==> config.mk <==
export PLATFORM = sky130hd
export DESIGN_NAME = seq_div_16
export DESIGN_NICKNAME = d
export VERILOG_FILES = /design/src/rtl/seq_div_16.sv
export SDC_FILE = /design/constraint.sdc
export NUM_CORES = 1
export LEC_CHECK = 0
export CAP_MARGIN = 15
export CORE_MARGIN = 2
export CORE_UTILIZATION = 58
export CTS_CLUSTER_DIAMETER = 80
export DETAILED_ROUTE_END_ITERATION = 16
export GPL_TIMING_DRIVEN = 0
export PLACE_DENSITY = 0.85
export SYNTH_ARGS = -nofsm -noshare
export SYNTH_HDL_FRONTEND = slang
export SYNTH_SLANG_ARGS = --single-unit
==> constraint.sdc <==
create_clock -name clk -period 3.15 [get_ports clk]
set_input_delay 0.315 -clock clk [delete_from_list [all_inputs] [get_ports clk]]
set_output_delay 0.315 -clock clk [all_outputs]
set_load 0.05 [all_outputs]
==> src/rtl/seq_div_16.sv <==
// 16-bit restoring divider, one quotient bit per cycle, signed or unsigned.
// Divide-by-zero and signed 0x8000/-1 finish early, one cycle after start.
module seq_div_16 (
    input  logic        clk,
    input  logic        rst_n,
    input  logic        start,
    input  logic        isSigned,
    input  logic [15:0] dividend,
    input  logic [15:0] divisor,
    output logic        busy,
    output logic        done,
    output logic [15:0] quotient,
    output logic [15:0] remainder,
    output logic        divByZero,
    output logic        ovfl
);

    localparam int unsigned W = 16;

    typedef enum logic [1:0] {
        IDLE = 2'd0,
        RUN  = 2'd1,
        DONE = 2'd2
    } state_t;

    state_t         state;
    logic [3:0]     cnt;
    logic           last;
    logic           early_dbz;
    logic           early_ov;
    logic           neg_q;
    logic           neg_r;
    logic [W-1:0]   dvd_raw;
    logic [W-1:0]   dvs_mag;
    logic [W-1:0]   q_sh;
    logic [W-1:0]   r_acc;

    // Operand decode at acceptance
    logic           accept_c;
    logic           dvd_neg_c;
    logic           dvs_neg_c;
    logic [W-1:0]   dvd_mag_c;
    logic [W-1:0]   dvs_mag_c;
    logic           dbz_c;
    logic           ov_c;

    assign accept_c  = start && (state != RUN);
    assign dvd_neg_c = isSigned && dividend[W-1];
    assign dvs_neg_c = isSigned && divisor[W-1];
    assign dvd_mag_c = dvd_neg_c ? W'(~dividend + 16'd1) : dividend;
    assign dvs_mag_c = dvs_neg_c ? W'(~divisor + 16'd1) : divisor;
    assign dbz_c     = (divisor == 16'h0000);
    assign ov_c      = isSigned && (dividend == 16'h8000) && (divisor == 16'hFFFF);

    // One restoring step: shift in next dividend bit, trial-subtract the divisor
    logic [W:0]     shifted_c;
    logic           ge_c;
    logic [W-1:0]   r_next_c;
    logic [W-1:0]   q_fin_c;
    logic [W-1:0]   r_fin_c;

    assign shifted_c = {r_acc, q_sh[W-1]};
    assign ge_c      = (shifted_c >= {1'b0, dvs_mag});
    assign r_next_c  = ge_c ? W'(shifted_c - {1'b0, dvs_mag}) : shifted_c[W-1:0];
    assign q_fin_c   = neg_q ? W'(~q_sh + 16'd1) : q_sh;
    assign r_fin_c   = neg_r ? W'(~r_acc + 16'd1) : r_acc;

    always_ff @(posedge clk or negedge rst_n) begin
        if (!rst_n) begin
            state     <= IDLE;
            cnt       <= 4'd0;
            last      <= 1'b0;
            early_dbz <= 1'b0;
            early_ov  <= 1'b0;
            neg_q     <= 1'b0;
            neg_r     <= 1'b0;
            dvd_raw   <= '0;
            dvs_mag   <= '0;
            q_sh      <= '0;
            r_acc     <= '0;
            busy      <= 1'b0;
            done      <= 1'b0;
            quotient  <= '0;
            remainder <= '0;
            divByZero <= 1'b0;
            ovfl      <= 1'b0;
        end else begin
            case (state)
                IDLE, DONE: begin
                    done <= 1'b0;
                    if (accept_c) begin
                        state     <= RUN;
                        cnt       <= 4'd0;
                        last      <= 1'b0;
                        early_dbz <= dbz_c;
                        early_ov  <= ov_c;
                        neg_q     <= dvd_neg_c ^ dvs_neg_c;
                        neg_r     <= dvd_neg_c;
                        dvd_raw   <= dividend;
                        dvs_mag   <= dvs_mag_c;
                        q_sh      <= dvd_mag_c;
                        r_acc     <= '0;
                        busy      <= !(dbz_c || ov_c);
                    end else begin
                        state <= IDLE;
                    end
                end
                RUN: begin
                    if (early_dbz || early_ov || last) begin
                        state <= DONE;
                        done  <= 1'b1;
                        busy  <= 1'b0;
                        if (early_dbz) begin
                            quotient  <= 16'hFFFF;
                            remainder <= dvd_raw;
                            divByZero <= 1'b1;
                            ovfl      <= 1'b0;
                        end else if (early_ov) begin
                            quotient  <= 16'h8000;
                            remainder <= 16'h0000;
                            divByZero <= 1'b0;
                            ovfl      <= 1'b1;
                        end else begin
                            quotient  <= q_fin_c;
                            remainder <= r_fin_c;
                            divByZero <= 1'b0;
                            ovfl      <= 1'b0;
                        end
                    end else begin
                        r_acc <= r_next_c;
                        q_sh  <= {q_sh[W-2:0], ge_c};
                        cnt   <= cnt + 4'd1;
                        if (cnt == 4'd15) begin
                            last <= 1'b1;
                        end
                    end
                end
                default: begin
                    state <= IDLE;
                    busy  <= 1'b0;
                    done  <= 1'b0;
                end
            endcase
        end
    end

endmodule

==> results of run 1 <==
-- what timing repair did --
action | CTS | global route
endpoints found under the hold margin | 41 | 0
endpoints found under the setup margin | 0 | 1
hold buffers | 1 | 0
gates resized for setup | 0 | 1
-- cell families after synthesis --
group | synth area share [%]
AOI/OAI and AO/OA | 20.8
xor gates and xnor gates | 8.51
adders and majority gates | 4.35
buffers and inverters | 4.53
DFF | 40.5
muxes | 1.80
and+or+nand+nor | 19.4
-- sequential cells by signal, indices dropped and copies added, names as in the netlist, 4 cells and up --
register   count
dvd_raw       16
dvs_mag       16
remainder     16
quotient      16
r_acc         16
q_sh          16
cnt            4
-- cell usage after synthesis (all sizes together) (3+ instances only) --
library cell,count
a211oi,5
a21oi,48
a221oi,4
a22oi,12
a31oi,6
a32oi,7
a41oi,3
and3,4
buf,7
clkbuf,36
dfrtp,110
ha,22
inv,32
mux2i,10
nand2,132
nand2b,7
nand3,14
nand4,9
nor2,64
nor2b,6
nor3,16
nor4,10
o211ai,3
o21a,4
o21ai,94
o31ai,12
o41ai,8
or3,6
or4,6
xnor2,42
xor2,24
-- path summary, 6_finish.rpt --
check | start | endpoint | slack (ps) | depth (start not counted)
hold / removal | remainder[8] | remainder[8] | 480 | 2
max in group asynchronous | rst_n | dvs_mag[10] | 1920 | 3
setup / recovery | q_sh[15] | r_acc[8] | 170 | 10
min in group asynchronous | rst_n | r_acc[7] | 490 | 2
hold reg to reg | remainder[8] | remainder[8] | 480 | 2
setup reg to reg | q_sh[15] | r_acc[8] | 170 | 10
-- cells in the final DEF, fill, tap and decap left out, types with 4 or more instances in the layout --
master	instances
nand4_1	8
or3_1	6
xor2_1	24
o41ai_1	8
clkbuf_1	35
a21oi_1	48
buf_4	4
dfrtp_1	110
nand2b_1	7
nor4_1	10
and3_1	4
nor2b_1	6
clkdlybuf4s50_1	70
a22oi_1	11
nor2_1	64
o21a_1	4
a31oi_1	6
o21ai_0	88
nor3_1	15
a221oi_1	4
a32oi_1	7
mux2i_1	10
xnor2_1	42
o21ai_1	5
nand3_1	14
inv_1	32
nand2_1	132
clkbuf_16	9
ha_1	22
o31ai_1	11
-- layout make-up --
type	instances	area, um2
Multi-Input combinational cell	614	3730
Fill cell	943	3390
Sequential cell	110	2750
Timing Repair Buffer	73	746
Clock buffer	9	225
Buffer	43	184
Tap cell	143	179
Inverter	33	124
Clock inverter	7	81.3
-- through the flow --
| step | hold WS [ps] | TNS (ps) | total power [W] | setup WS [ps] |
|---|---|---|---|---|
| after global routing | 511 | 0 | 0.0102 | 26.8 |
| after detailed placement | 339 | 0 | 0.00821 | 170 |
| after CTS | 490 | 0 | 0.00940 | 125 |
| final | 482 | 0 | 0.00950 | 169 |
| after global placement | 462 | -260170 | 0.00804 | -2370 |
| after floorplan | 19.4 | 0 | 0.00656 | 529 |
-- layer usage --
metal / vias to the layer above / routed length [um] / global-route usage, %
met4: 0 / 213 / 6.42
met3: 20 / 1740 / 6.86
met2: 312 / 8590 / 47.1
met5: - / 0 / 0
met1: 3056 / 8160 / 44.7
li1: 3017 / - / -
-- critical path: stages (launching register included) --
cell and delay (ps):
dfrtp_1 410, inv_1 100, ha_1 170, inv_1 50, fa_1 410, a211oi_1 390
o21ai_1 180, a2111oi_1 520, nor4_1 130, or4b_1 480, nand2_1 70
-- power by group --
group | leakage [nW] | internal (W) | total, W | switching (W)
combinational | 1.90 | 0.00213 | 0.00565 | 0.00352
sequential | 1.38 | 0.00204 | 0.00268 | 0.000638
clock | 0.150 | 0.000572 | 0.00117 | 0.000594
total | 3.43 | 0.00474 | 0.00950 | 0.00475
==> impl_results.md, run 1 <==
- Leading register cell type out of synthesis: dfrtp_1
- Area enclosed by the die boundary: 0.0126 mm2
- Top achievable clock speed: 335 MHz
- Ratio of final minimum period to clock period: 94.6%
- Unrepaired setup endpoints after global routing: false
- Clock slew at reported path FFs: 90 ps
- Average via count per standard cell: 6.21
- Nets@finish: 943
- Floorplan core area: 0.0114 mm2
- Total CTS buffers: 9
- Count of mapped cells out of synthesis: 800
- Largest net degree at the start of global routing: 70
- Power density of the placed cells: 1180 mW/mm2
- Antenna violations before repair: 0
- Relative area change from synthesis to final layout: 18.1%
- Outcome: finished clean
- Min-delay worst type: flop to flop
- Sink Count: 110
- Syn_area_per_cell: 8.49 um2
- Required time of the critical path: 3430 ps
- Yosys reg bits: 110
- DP Cell Count: 1015
- Cells taking the most area after synthesis: dfrtp_1 (41%), nand2_1 (7.3%), o21ai_0 (6.5%)
- Detail Route Antenna Nets: 0
- Via count of the first global-routing pass: 5984
- Post-placement cell area: 0.00771 mm2
- Die span in y: 112 um
- Static Leak: 3.43 nW
- Cell at the root of the clock tree: clkbuf_16
- Share of flip-flops with an asynchronous set or reset: 100%
- Number of DRC violations after detailed-routing iteration 0: 696
- Length of the first detailed-routing pass in iterations: 5
- Wire length of the first global-routing pass: 30800 um
- Count of unique library cells instantiated by Yosys: 69
- Number of diodes added for antenna fixing: 0
- H-Tree Depth: 3
- Global-route total usage across every layer: 30.5%
- Total congestion overflow: 0
- Routed len/inst: 18.1 um
- Launching element type of the critical path: flop
- Routed vias: 6405
- Total count of hold-check failures in the final report: 0
- Initial core utilization: 59.5%
- Proportion of layout cells with a drive suffix above 1: 4.95%
- Final non-filler cell total: 1032
- Yosys warns: 0
- DP HPWL: 14200 um
- Synth top area share: 40.5%
- Post-CTS Repair Setup Buffers: 0
- Post-synth net total: 859
- DRC violation count after routing: 0
- Chip Width: 112 um
- Maximum VDD drop: 0.695 mV
- Number of enable flip-flop cells after synthesis: 0
- Worst-Margin Slew: 758 ps
- Post-Syn Area: 0.00679 mm2
- Total of endpoints with negative setup slack in the final report: 0
- Largest area contributor in the netlist: dfrtp_1
- Pins Over Slew Limit: 0
- Final cell utilization of the core: 70.3%
- Max Buffers Root-to-Sink: 2
- Max_slew headroom: 48.7%
- Routability Congestion: 0.939
- Finished Cell Area: 0.00803 mm2
- Worst clock skew: 14.6 ps
- Site row count: 39
- Largest fanout on the critical path: 3
- I/O Pins: 72
- Clk Latency, worst-skew pair: 360 ps
- Crit end category: flop
- Final wirelength: 18700 um
- Maxcap violations: 0
- CTS tree: yes
- Crit Path Category: flop to flop
- Arrival time at the worst endpoint: 3260 ps
- Fin crit period: 2980 ps
- Proportion of synthesized chip area in sequential cells: 40.5%
- IO buf count: 71
(Power assumes the default switching activity.)
==> inputs of run 2 (changes only) <==
--- a/config.mk
+++ b/config.mk
@@ -7,11 +7,12 @@
 export LEC_CHECK = 0
 export CAP_MARGIN = 15
 export CORE_MARGIN = 2
-export CORE_UTILIZATION = 58
+export CORE_UTILIZATION = 30
 export CTS_CLUSTER_DIAMETER = 80
 export DETAILED_ROUTE_END_ITERATION = 16
 export GPL_TIMING_DRIVEN = 0
-export PLACE_DENSITY = 0.85
+export PLACE_DENSITY = 0.52
 export SYNTH_ARGS = -nofsm -noshare
 export SYNTH_HDL_FRONTEND = slang
 export SYNTH_SLANG_ARGS = --single-unit
+export TNS_END_PERCENT = 5
==> impl_results.md, run 2 (synthesis results as in run 1) <==
- Site row count: 55
- Power density of the placed cells: 1160 mW/mm2
- Clock slew at reported path FFs: 90 ps
- Logic depth of the worst register-to-register path: 10
- Cell at the root of the clock tree: clkbuf_16
- Arrival time at the worst endpoint: 3190 ps
- Relative area change from synthesis to final layout: 20.8%
- Routed len/inst: 17.9 um
- Maximum VDD drop: 0.362 mV
- Wire length of the first global-routing pass: 33200 um
- Internal power: 0.00474 W
- Total count of hold-check failures in the final report: 0
- Net switching power: 0.00478 W
- Number of DRC violations after detailed-routing iteration 0: 441
- Via count of the first global-routing pass: 5830
- Routed vias: 6136
- Fin crit period: 2890 ps
- CTS tree: yes
- Total CTS buffers: 9
- H-Tree Depth: 3
- Post-CTS Repair Setup Buffers: 0
- Clock power frac: 12.4%
- Largest net degree at the start of global routing: 86
- Setup TNS Final: 0 ps
- Global-route total usage across every layer: 17.9%
- DP HPWL: 16500 um
- Floorplan core area: 0.0224 mm2
- Share of total power in sequential cells: 28.3%
- Multi-input gate area: 0.00374 mm2
- Maxcap violations: 0
- Static Leak: 3.43 nW
- Nets@finish: 943
- Chip Width: 154 um
- Required time of the critical path: 3450 ps
- IO buf count: 71
- Detail Route Antenna Nets: 0
- CP Cell Sequence: inv_1, ha_1, inv_1, fa_1, a211oi_2, o21ai_1, a2111oi_1, nor4_1, or4b_1, nand2_1
- Clk Latency, worst-skew pair: 360 ps
- Number of diodes added for antenna fixing: 0
- Number of fillers in the final layout: 2360
- Commonest cells after routing, fill and taps aside: nand2_1 (132), dfrtp_1 (110), o21ai_0 (88), clkdlybuf4s50_1 (70), nor2_1 (64)
- Crit end category: flop
- Proportion of layout cells with a drive suffix above 1: 5.06%
- Min-delay worst type: input port to async pin
- Total of endpoints with negative setup slack in the final report: 0
- I/O Pins: 72
- Antenna violations before repair: 0
- Max stage delay cell, worst path: a2111oi_1
- Sink Count: 110
- Launching element type of the critical path: flop
- Average via count per standard cell: 5.23
- Pins Over Slew Limit: 0
- Crit Path Category: flop to flop
- Length of the first detailed-routing pass in iterations: 4
- Most common cell after layout, fill and taps aside: nand2_1
- Part of the power in combinational logic: 59.3%
- DRC violation count after routing: 0
- Area enclosed by the die boundary: 0.0239 mm2
- DP Cell Count: 1157
- Initial core utilization: 30.3%
- Most prevalent standard cell on the critical path: inv_1
- Unrepaired setup endpoints after global routing: false
- Largest fanout on the critical path: 3
- Routability Congestion: 0.845
- Final wirelength: 21000 um
- Final non-filler cell total: 1174
- Top achievable clock speed: 346 MHz
- Switching share of power: 50.2%
- Worst-Margin Slew: 800 ps
- Total congestion overflow: 0
- Die span in y: 154 um
- Max Buffers Root-to-Sink: 2
- Outcome: finished clean
- Flip-flop and latch area: 0.00275 mm2
- Max_slew headroom: 46.2%
- Ratio of final minimum period to clock period: 91.8%
- Worst clock skew: 10.6 ps
- Delay of the slowest cell on the worst path: 530 ps
## run 2: final cells by class
cell class	instances	area share, %
repair buffers	73	9.13
inverters	33	1.51
well taps	285	4.34
clock buffers	9	2.74
multi-input cells	614	45.6
plain buffers	43	2.24
flip-flops and latches	110	33.5
clock inverters	7	0.960
## run 2: repair_timing
item	CTS	global route
resized for setup	0	2
setup endpoints to repair	0	1
hold endpoints to repair	25	0
hold buffers	1	0
## run 2: through the flow
stage	hold WS [ps]	utilization, %	cell area (um2)	power, W	worst slack (ps)
floorplan	19.4	-	6790	0.00656	529
detailed placement	200	35.2	7890	0.00833	90.7
global route	390	36.6	8210	0.0103	106
CTS	372	36.6	8200	0.00953	65.1
finish	367	36.6	8210	0.00952	260
global placement	463	35.0	7860	0.00828	-2730
## run 2: path summary, 6_finish.rpt
kind	start	endpoint	slack, ps
worst max-delay path	q_sh[15]	r_acc[8]	260
worst min-delay path	rst_n	quotient[2]	370
worst max register to register	q_sh[15]	r_acc[8]	260
worst min register to register	remainder[10]	remainder[10]	480
max in group asynchronous	rst_n	r_acc[13]	2070
min in group clk	remainder[10]	remainder[10]	480
## run 2: power groups by stage
stage,logic [W],clock network [W],registers (W)
floorplan,0.00340,0,0.00316
global placement,0.00558,0,0.00270
detailed placement,0.00562,0,0.00271
CTS,0.00564,0.00121,0.00268
global route,0.00624,0.00128,0.00278
finish,0.00564,0.00118,0.00269
## run 2: critical path, delay by kind of cell, from the launching register on
family          cells  cell delay (ps)
compound gates      3             1000
simple gates        3              640
fa+ha+maj           2              590
flops               1              410
buf+inv             2              170
## run 2: layer usage
metal / up-vias / GRT usage (%) / part of all wire [%]
met5: - / 0 / 0
met4: 0 / 4.45 / 1.4
met3: 18 / 3.64 / 5.4
met2: 154 / 26.3 / 43
met1: 2965 / 26.6 / 51
li1: 2999 / - / -
==> inputs of run 3 (changes only) <==
--- a/config.mk
+++ b/config.mk
@@ -8,10 +8,13 @@
 export CAP_MARGIN = 15
 export CORE_MARGIN = 2
 export CORE_UTILIZATION = 30
+export CTS_BUF_LIST = sky130_fd_sc_hd__clkbuf_4
 export CTS_CLUSTER_DIAMETER = 80
 export DETAILED_ROUTE_END_ITERATION = 16
 export GPL_TIMING_DRIVEN = 0
+export HOLD_SLACK_MARGIN = 0.08
 export PLACE_DENSITY = 0.52
+export SKIP_CTS_REPAIR_TIMING = 1
 export SYNTH_ARGS = -nofsm -noshare
 export SYNTH_HDL_FRONTEND = slang
 export SYNTH_SLANG_ARGS = --single-unit
==> impl_results.md, run 3 (synthesis results as in run 1) <==
- Outcome: finished clean
- Site row count: 55
- Total of endpoints with negative setup slack in the final report: 0
- Largest fanout on the critical path: 3
- Area enclosed by the die boundary: 0.0239 mm2
- Switching share of power: 52.1%
- Total CTS buffers: 9
- Crit Path Category: flop to flop
- Power Total: 0.00909 W
- R2r startpoint: q_sh[15]
- Internal power: 0.00435 W
- Required time of the critical path: 3610 ps
- Nets@finish: 943
- IO buf count: 71
- Power density of the placed cells: 1130 mW/mm2
- Crit end category: flop
- Maximum VDD drop: 0.367 mV
- Final cell utilization of the core: 35.9%
- Clk Latency, worst-skew pair: 510 ps
- Share of total power in sequential cells: 29.5%
- Largest net degree at the start of global routing: 86
- Launching element type of the critical path: flop
- Die span in y: 154 um
- Unrepaired setup endpoints after global routing: false
- Total congestion overflow: 0
- Via count of the first global-routing pass: 5805
- Maxcap violations: 0
- CTS tree: yes
- Max stage delay cell, worst path: a2111oi_1
- Worst-Margin Slew: 802 ps
- Global-route total usage across every layer: 17.8%
- Cell at the root of the clock tree: clkbuf_4
- Top achievable clock speed: 345 MHz
- DRC violation count after routing: 0
- Wire length of the first global-routing pass: 33100 um
- Arrival time at the worst endpoint: 3360 ps
- Max Buffers Root-to-Sink: 2
- Routability Congestion: 0.845
- Sink Count: 110
- Min-delay worst type: input port to async pin
- Proportion of layout cells with a drive suffix above 1: 5.06%
- Detail Route Antenna Nets: 0
- Routed vias: 6133
- Part of the power in combinational logic: 62.2%
- Clock power frac: 8.2%
- Commonest cells after routing, fill and taps aside: nand2_1 (132), dfrtp_1 (110), o21ai_0 (88), clkdlybuf4s50_1 (70), nor2_1 (64)
- Routed len/inst: 17.8 um
- Pins Over Slew Limit: 0
- H-Tree Depth: 3
- Fin crit period: 2900 ps
- Static Leak: 3.36 nW
- Most prevalent standard cell on the critical path: inv_1
- Initial core utilization: 30.3%
- DP HPWL: 16500 um
- Number of DRC violations after detailed-routing iteration 0: 417
- Max_slew headroom: 46.0%
- Chip Width: 154 um
- CP startpoint: q_sh[15]
- Final wirelength: 21000 um
- Dominant delay contributor by cell family on the critical path: compound AO/OA/AOI/OAI gates
- Net switching power: 0.00474 W
- Total count of hold-check failures in the final report: 0
- Clock slew at reported path FFs: 200 ps
- CP Cell Sequence: inv_1, ha_1, inv_1, fa_1, a211oi_2, o21ai_1, a2111oi_1, nor4_1, or4b_1, nand2_1
- Floorplan core area: 0.0224 mm2
- Delay of the slowest cell on the worst path: 530 ps
- Antenna violations before repair: 1
- Length of the first detailed-routing pass in iterations: 5
- Worst clock skew: 22.6 ps
- Most common cell after layout, fill and taps aside: nand2_1
- Relative area change from synthesis to final layout: 18.6%
- Worst path buffer plus inverter count: 2
- I/O Pins: 72
- Average via count per standard cell: 5.22
- Ratio of final minimum period to clock period: 91.9%
- Setup TNS Final: 0 ps
run 3: final cells by class:
class	count	area, um2
multi-input cells	614	3740
repair buffers	73	749
fillers	2377	14400
clock buffers	9	67.6
inverters	33	124
plain buffers	43	184
flip-flops and latches	110	2750
diodes	2	5.00
well taps	285	357
clock inverters	7	78.8
run 3: metal layers:
metal,wire length (um),track usage (%),share of wire [%],vias up
met5,0,0,0,-
met3,935,3.17,4.5,21
met2,8950,26.4,43,136
met4,293,4.14,1.4,0
met1,10800,26.7,51,2978
li1,-,-,-,2998
run 3: through the flow:
stage | hold slack [ps] | setup slack (ps) | area, um2 | cells
floorplan | 19.4 | 529 | 6790 | 800
finish | 189 | 255 | 8060 | 1176
global placement | 463 | -2730 | 7860 | 1156
detailed placement | 200 | 90.7 | 7890 | 1157
global route | 167 | 76.1 | 8060 | 1176
CTS | -401 | 44.4 | 8040 | 1173
run 3: path summary, 6_finish.rpt:
| kind | cells past startpoint | end | slack, ps |
|---|---|---|---|
| hold reg to reg | 2 | dvs_mag[2] | 500 |
| setup / recovery | 10 | r_acc[8] | 250 |
| hold / removal | 2 | quotient[2] | 190 |
| setup reg to reg | 10 | r_acc[8] | 250 |
| min in group clk | 3 | dvs_mag[0] | 480 |
| max in group asynchronous | 3 | r_acc[13] | 2240 |
run 3: worst register-to-register path: cells and delay by family (launching register included):
kind | cells | cell delay, ps
compound gates | 3 | 990
fa+ha+maj | 2 | 580
flops | 1 | 450
buf+inv | 2 | 170
simple gates | 3 | 650
run 3: power groups by stage:
stage | combinational (W) | sequential (W) | clock (W)
floorplan | 0.00340 | 0.00316 | 0
global placement | 0.00558 | 0.00270 | 0
detailed placement | 0.00562 | 0.00271 | 0
CTS | 0.00564 | 0.00267 | 0.000779
global route | 0.00624 | 0.00277 | 0.000838
finish | 0.00566 | 0.00269 | 0.000750
